### config.mk
export PLATFORM = sky130hd
export DESIGN_NAME = mem_responder
export DESIGN_NICKNAME = d
export VERILOG_FILES = /design/src/rtl/mem_pkg.sv /design/src/rtl/mem_array.sv /design/src/rtl/mem_responder.sv
export SDC_FILE = /design/constraint.sdc
export NUM_CORES = 2
export LEC_CHECK = 0
export ABC_AREA = 0
export BUFFER_PORTS_ARGS = -buffer_cell sky130_fd_sc_hd__clkbuf_2
export CORE_MARGIN = 3
export CORE_UTILIZATION = 35
export CTS_CLUSTER_SIZE = 8
export DETAILED_ROUTE_END_ITERATION = 8
export PLACE_DENSITY = 0.59
export SLEW_MARGIN = 20
export SYNTH_ARGS = -nofsm -noshare
export SYNTH_HDL_FRONTEND = slang
export SYNTH_SLANG_ARGS = --single-unit
### constraint.sdc
create_clock -name clk -period 5.7 [get_ports clk]
set_input_delay 0.285 -clock clk [delete_from_list [all_inputs] [get_ports clk]]
set_output_delay 0.285 -clock clk [all_outputs]
set_load 0.03 [all_outputs]
### src/rtl/mem_pkg.sv
// Shared definitions for the memory responder slice.
//   state_t     : responder FSM states (IDLE, WAIT, RESP)
//   WORD_BYTES  : bytes per stored word
//   CNT_W       : width of the wait-state counter (covers 0..15)
//   be_to_mask  : expands a byte-enable vector into a 32-bit bit mask
package mem_pkg;

    localparam int WORD_BYTES = 4;
    localparam int CNT_W      = 4;

    typedef enum logic [1:0] {
        IDLE = 2'd0,
        WAIT = 2'd1,
        RESP = 2'd2
    } state_t;

    function automatic logic [31:0] be_to_mask(input logic [WORD_BYTES-1:0] be);
        logic [31:0] mask;
        mask = '0;
        for (int i = 0; i < WORD_BYTES; i++) begin
            mask[8*i +: 8] = {8{be[i]}};
        end
        return mask;
    endfunction

endpackage

### src/rtl/mem_array.sv
// Word storage for mem_responder: DEPTH_WORDS x 32 bits, one shared index,
// synchronous bit-masked write, combinational read. Contents have no reset.
// Ports:
//   clk    in   clock, rising edge
//   we     in   write enable for this cycle
//   idx    in   word index (read and write)
//   wdata  in   write data
//   wmask  in   per-bit write mask (1 = take wdata bit)
//   rdata  out  current word at idx
module mem_array #(
    parameter int DEPTH_WORDS = 64,
    parameter int IDX_W       = $clog2(DEPTH_WORDS)
) (
    input  logic             clk,
    input  logic             we,
    input  logic [IDX_W-1:0] idx,
    input  logic [31:0]      wdata,
    input  logic [31:0]      wmask,
    output logic [31:0]      rdata
);

    logic [31:0] mem_q [DEPTH_WORDS];
    logic [31:0] word_d;

    // Merge new bytes into the existing word so disabled bytes keep their value.
    always_comb begin
        word_d = (mem_q[idx] & ~wmask) | (wdata & wmask);
    end

    always_ff @(posedge clk) begin
        if (we) begin
            mem_q[idx] <= word_d;
        end
    end

    assign rdata = mem_q[idx];

endmodule

### src/rtl/mem_responder.sv
// Memory-side responder for the multicycle core's unified port. A request is
// captured in IDLE, held through WAIT_CYCLES wait states, and answered with a
// one-cycle ready pulse (plus err) from an internal word array.
// Optional feature macro: MEM_MISALIGN_ERR_EN -- when defined, a captured
// address with addr[1:0] != 0 completes with err=1 and no array access.
// Ports:
//   clk, reset  clock (rising edge) and asynchronous active-high reset
//   req         request strobe, held by the requester until ready
//   we          1 = write, 0 = read
//   addr        byte address; word index = addr[ADDR_W-1:2]
//   wdata, be   write data and byte enables
//   rdata       registered read data, held until the next read completes
//   ready       one-cycle completion pulse
//   err         error flag, only meaningful while ready=1
module mem_responder
    import mem_pkg::*;
#(
    parameter int DEPTH_WORDS = 64,
    parameter int WAIT_CYCLES = 2,
    parameter int ADDR_W      = 32
) (
    input  logic                  clk,
    input  logic                  reset,
    input  logic                  req,
    input  logic                  we,
    input  logic [ADDR_W-1:0]     addr,
    input  logic [31:0]           wdata,
    input  logic [WORD_BYTES-1:0] be,
    output logic [31:0]           rdata,
    output logic                  ready,
    output logic                  err
);

    localparam int              IDX_W     = $clog2(DEPTH_WORDS);
    localparam logic [CNT_W-1:0] WAIT_INIT = CNT_W'(WAIT_CYCLES);

    state_t                state_q, state_d;
    logic [CNT_W-1:0]      cnt_q, cnt_d;
    logic                  we_q, we_d;
    logic [ADDR_W-1:0]     addr_q, addr_d;
    logic [31:0]           wdata_q, wdata_d;
    logic [WORD_BYTES-1:0] be_q, be_d;
    logic [31:0]           rdata_q, rdata_d;
    logic                  err_q, err_d;

    logic                  cur_we;
    logic [ADDR_W-1:0]     cur_addr;
    logic [31:0]           cur_wdata;
    logic [WORD_BYTES-1:0] cur_be;
    logic [31:0]           cur_mask;
    logic                  commit;
    logic                  range_err;
    logic                  align_err;
    logic                  access_err;
    logic                  arr_we;
    logic [31:0]           arr_rdata;

    // The commit edge can be the capture edge itself (WAIT_CYCLES=0), so in
    // IDLE the live inputs stand in for the not-yet-loaded request registers.
    always_comb begin
        if (state_q == IDLE) begin
            cur_we    = we;
            cur_addr  = addr;
            cur_wdata = wdata;
            cur_be    = be;
        end else begin
            cur_we    = we_q;
            cur_addr  = addr_q;
            cur_wdata = wdata_q;
            cur_be    = be_q;
        end
    end

    assign range_err = 64'(cur_addr[ADDR_W-1:2]) >= 64'(DEPTH_WORDS);

`ifdef MEM_MISALIGN_ERR_EN
    assign align_err = (cur_addr[1:0] != 2'b00);
`else
    logic unused_addr_lsb;
    assign align_err       = 1'b0;
    assign unused_addr_lsb = ^cur_addr[1:0];
`endif

    // State register and datapath flops.
    always_ff @(posedge clk or posedge reset) begin
        if (reset) begin
            state_q <= IDLE;
            cnt_q   <= '0;
            we_q    <= 1'b0;
            addr_q  <= '0;
            wdata_q <= '0;
            be_q    <= '0;
            rdata_q <= '0;
            err_q   <= 1'b0;
        end else begin
            state_q <= state_d;
            cnt_q   <= cnt_d;
            we_q    <= we_d;
            addr_q  <= addr_d;
            wdata_q <= wdata_d;
            be_q    <= be_d;
            rdata_q <= rdata_d;
            err_q   <= err_d;
        end
    end

    // Next-state, wait counter and request capture.
    always_comb begin
        state_d = state_q;
        cnt_d   = cnt_q;
        we_d    = we_q;
        addr_d  = addr_q;
        wdata_d = wdata_q;
        be_d    = be_q;
        case (state_q)
            IDLE: begin
                if (req) begin
                    we_d    = we;
                    addr_d  = addr;
                    wdata_d = wdata;
                    be_d    = be;
                    if (WAIT_CYCLES == 0) begin
                        state_d = RESP;
                    end else begin
                        state_d = WAIT;
                        cnt_d   = WAIT_INIT;
                    end
                end
            end
            WAIT: begin
                cnt_d = cnt_q - CNT_W'(1);
                if (cnt_q <= CNT_W'(1)) begin
                    state_d = RESP;
                    cnt_d   = '0;
                end
            end
            RESP: begin
                state_d = IDLE;
            end
            default: begin
                state_d = IDLE;
            end
        endcase
    end

    // Access is performed on the edge that enters RESP.
    always_comb begin
        commit     = (state_d == RESP) && (state_q != RESP);
        access_err = range_err | align_err;
        cur_mask   = be_to_mask(cur_be);
        // Gate with reset so a write never lands while reset holds the FSM.
        arr_we     = commit && cur_we && !access_err && !reset;
        rdata_d    = rdata_q;
        err_d      = 1'b0;
        if (commit) begin
            err_d = access_err;
            if (access_err) begin
                rdata_d = '0;
            end else if (!cur_we) begin
                rdata_d = arr_rdata & cur_mask;
            end
        end
    end

    // Outputs.
    always_comb begin
        ready = (state_q == RESP);
        err   = (state_q == RESP) && err_q;
        rdata = rdata_q;
    end

    mem_array #(
        .DEPTH_WORDS (DEPTH_WORDS),
        .IDX_W       (IDX_W)
    ) u_mem_array (
        .clk   (clk),
        .we    (arr_we),
        .idx   (cur_addr[IDX_W+1:2]),
        .wdata (cur_wdata),
        .wmask (cur_mask),
        .rdata (arr_rdata)
    );

endmodule

# After elaboration in Yosys (flattened, before gate mapping)
# Memories as Yosys holds them, arrays and structs flattened.
# Cells that the tools add are included.
# word_totals
ramBits,2048
n_memories,1
register_bits,108
inputBits,72
# op_classes
n_reduce_logical,12
eq_ne,6
n_bitwise,5
n_mux,15
n_lt_le_gt_ge,2
add_sub_neg,1
# memory_table
name,depth,width,rd,rd_ports_with_merged_regs,write_ports,line,source
u_mem_array.mem_q,64,32,1,0,1,mem_array.sv:22,logic [31:0] mem_q [DEPTH_WORDS];
# ops
operator,count
$mux 32,4
$and 32x32->32,3
$not 32->32,1
$or 32x32->32,1
$ge 30x7->1 const B,1
$mux 4,3
$pmux 4 s2,1
$reduce_and 2->1,3
$logic_and 1x1->1,5
$eq 2x2->1 const B,2
$le 4x1->1 const B,1
$mux 1,4
$mux 2,2
$ne 2x2->1 const B,2
$pmux 2 s2,1
$sub 4x1->4 const B,1
$eq 2x1->1 const B,1
$logic_not 1->1,2
$logic_not 2->1,1
$ne 2x1->1 const B,1
$reduce_bool 2->1,1

# Depth between registers and ports, before layout
# depth
ltp_word,10
depth_mapped,14

# Modules after synthesis
# A second synthesis with hierarchy kept.
# unflattened
hier_cells,5115
area_unflattened_um2,84497.3
# modules_own_cells
mod,cells_per_inst,seq_area_each_um2,area_per_inst_um2,n_inst
mem_array,4653,61499.0,79741.5,1
mem_responder,462,2652.5,4755.8,1

# Least setup slack after synthesis
# OpenSTA, ideal clock, no wires.
# synth_path
kind,reg-to-reg
start,reg state_q[0]
end,"mem u_mem_array.mem_q[0][30], data pin"
stages_incl_launch_ff,11
required_ps,5019
t_arrival_ps,4635
setup_slack_ps,384
cell_sequence,dfrtp_1 -> buf_6 -> nor2_2 -> mux2i_1 -> clkbuf_1 -> nand2_1 -> buf_2 -> o21bai_1 -> nand4_1 -> a2111oi_0 -> nor3_1
# synth_via
elab_chain_len,5
# synth_lines
element,line,source
"start, declared",mem_responder.sv:37,"state_t state_q, state_d;"
"start signal, assigned",mem_responder.sv:96,state_q <= state_d;
$logic_not 2->1 *,mem_responder.sv:61,if (state_q == IDLE) begin
$mux 32 or $mux 4 (tied branches),mem_responder.sv:61,
$mem_v2 64x32 or $not 32->32 (tied branches),n/a,
$and 32x32->32,mem_array.sv:27,word_d = (mem_q[idx] & ~wmask) | (wdata & wmask);
$or 32x32->32 *,mem_array.sv:27,
via u_mem_array.word_d[30],mem_array.sv:23,logic [31:0] word_d;
"end, declared",mem_array.sv:22,
# The timed path passes the listed nets; every way through them passes the cells marked *.

# Worst setup path after layout
# layout_path
start,reg state_q[0]
end,"mem u_mem_array.mem_q[50][14], data pin"
# The elaborated chain is that of the path after synthesis.

==> impl_results.md <==
* Hold Crit Class: in -> async
* Worst slew margin at 17.1%
* WP buf/inv at 3
* Die height at 489 um
* Final setup fails at 0
* Final WL at 265000 um
* Number of global-route vias before repair at 50039
* Req. time, crit path at 6.37 ns
* Mapped Area at 81700 um^2
* Initial antenna violation count at 15
* CTS tree: built
* First-pass GRT wire length at 373000 um
* Post-placement cell area at 88700 um^2
* Die ar. at 239000 um^2
* Crit path max fanout at 54
* Initial core utilization at 35.4%
* Critical path class: reg -> reg
* Sum Neg Setup Slack at 0 ns
* Min Hold Slack at 0.0743 ns
* Worst vdd ir at 1050 uV
* Synth top cells by count: 2048 x edfxtp_1, 408 x o22ai_1, 360 x nand2_1
* RSZ-0062 raised after global routing: no
* Biggest cell delay along the critical path at 0.89 ns
* Pwr Total at 68900 uW
* Top-area cell type share of the netlist area at 75.3%
* Maxcap violations at 0
* DRC marker count from the first detailed-route iteration at 7021
* CP max-delay cell: a21oi_4
* Setup bufs post-CTS at 0
* Crit. End Element: register
* Final Cell Area at 97700 um^2
* Top post-synthesis cells by area: edfxtp_1 75%, o221ai_1 3.6%, dfrtp_1 3.2%
* Worst setup path start: state_q[0]
* Setup Skew at 0.0776 ns
* Number of flops mapped to enable cells by yosys at 2048
* DR vias/cell at 6.07
* I/O Buffers at 103
* Layout cells sized above 1 at 17.2%
* WL/cell at 31.1 um
* Count leader, synth: edfxtp_1
* Final hold vios at 0
* Nets at 5521
* Non-filler cells in the finished layout at 8532
* CP dominant cell by count: buf_12
* Clock root cell: clkbuf_16
* Worst-path cell chain: or2_2 -> mux2i_4 -> buf_12 -> buf_4 -> o221ai_1 -> a22oi_1 -> o21ai_1 -> a2111o_1 -> a21oi_4 -> buf_12
* Main flop type after synthesis: edfxtp_1
* Leading area contributor after synthesis: edfxtp_1
* Fin. max-slew vios at 0
* Total CTS buffers at 319
* Core Rows at 176
* Worst Max-Slew Pin Slew at 1.22 ns
* Pwr dens at 705 nW/um^2
* Total gr overflow at 0
* Final antenna-violating net count at 0
* Syn_nets at 5045
* GRT Util Overall at 21.6%
* Post-CTS Resized at 0
* Top delay family on crit path: compound AO/OA/AOI/OAI gates
* Clk slew on worst S/H paths at 0.05 ns
* DRC viols at 0
* Worst-Skew Late Latency at 0.92 ns
* Die width at 489 um
* Unique masters post-synth at 83
* First-pass DRT Iterations at 6
* Fin crit share at 91.8%
* Ys async rst share at 4.92%
* Status: finished clean
* Clock sink count at 2154
* Worst R2R Start: state_q[0]
* Syn. warnings at 0
* Routability cong. at 0.889
* CP Launch Type: register
* Largest net degree at the start of global routing at 83
* Syn_area_per_cell at 16.4 um^2
* Yosys reg bits at 2154
* Post-DP HPWL at 154000 um
* FILL cells at 20184
* Via Count at 51751
* P&R area growth vs syn at 19.6%
* Sequential cell area fraction in the yosys report at 78.5%
* Syn Inst Count at 4971
* Leakage at 0.0314 uW
* Min cycle time layout at 5.23 ns
* Max clock buf depth at 4
* Max Fclk at 191 MHz
* CP arrival at 5.91 ns
* Htree depth at 5
* Dpl cells at 8083
* Core area at 231000 um^2
* IO Pins at 106
==> layout make-up <==
cell class              instances  area (um^2)  area share [%]
inverters                       8         32.5          0.0333
well taps                    3026         3790            3.87
clock inverters                 5         41.3          0.0423
multi-input cells            2441        16600            17.0
repair buffers                523         4780            4.89
diodes                         11         27.5          0.0282
flip-flops and latches       2154        64200            65.7
clock buffers                 364         8300            8.49
==> worst reg2reg max path, delay by kind of cell, from the launching register on <==
family / cells / cell delay (ns)
compound gates: 5 / 2.32
buf+inv: 3 / 1.17
simple gates: 1 / 0.65
mux: 1 / 0.47
flops: 1 / 0.34
==> cell usage in the layout, fill, tap and decap left out, drive strengths merged, types with 69 or more instances in the layout <==
master / Yosys / routed
a21oi: 157 / 157
buf: 221 / 351
clkbuf: 147 / 467
dfrtp: 106 / 106
dlygate4sd3: 0 / 69
edfxtp: 2048 / 2048
mux2i: 132 / 132
nand2: 362 / 362
nand3: 116 / 116
nor2: 171 / 171
nor3: 84 / 84
o21ai: 198 / 198
o221ai: 340 / 340
o22ai: 408 / 408
==> sequential cells by signal, summed over array words and instances, names as in the netlist <==
signal / count
u_mem_array.mem_q: 2048
rdata: 32
wdata_q: 32
addr_q: 30
be_q: 4
cnt_q: 4
state_q: 2
err_q: 1
we_q: 1
==> worst paths after layout <==
kind	end	slack, ns	cells after the start
worst max-delay path	u_mem_array.mem_q[50][14]	0.47	10
worst min-delay path	addr_q[13]	0.07	3
worst max register to register	u_mem_array.mem_q[50][14]	0.47	10
worst min register to register	wdata_q[4]	0.47	2
max in group asynchronous	addr_q[6]	4.33	4
min in group clk	addr_q[11]	0.13	4
==> cell families after synthesis <==
logic type,Yosys count,synth area share (%)
flops,2154,78.5
compound gates,1445,12.6
mux,135,1.69
fa+ha+maj,2,0.0306
simple gates,859,4.86
buf+inv,376,2.29
==> per-layer routing <==
metal / track usage (%) / share of wire, % / routed length [um] / vias to the layer above
met3: 5.64 / 11 / 30000 / 548
met1: 29.1 / 39 / 103000 / 26671
met5: 0 / 0.10 / 269 / -
li1: - / - / - / 21403
met2: 33.1 / 45 / 119000 / 3121
met4: 9.47 / 4.6 / 12300 / 8
==> per-stage QoR <==
stage | worst slack (ns) | util [%]
global route | 0.503 | 42.3
CTS | 0.703 | 42.3
finish | 0.468 | 42.3
detailed placement | 0.749 | 38.4
global placement | 0.821 | 38.4
floorplan | 0.384 | -
==> report_power, final <==
part           switching (uW)  internal, uW  leakage [uW]
sequential                209         24400        0.0198
clock                    6220         10000       0.00408
combinational           20900          7130       0.00755
==> what timing repair did <==
item,CTS,global route
endpoints found under the setup margin,0,0
hold buffers,69,0
hold endpoints to repair,128,0
(Power assumes the default switching activity.)
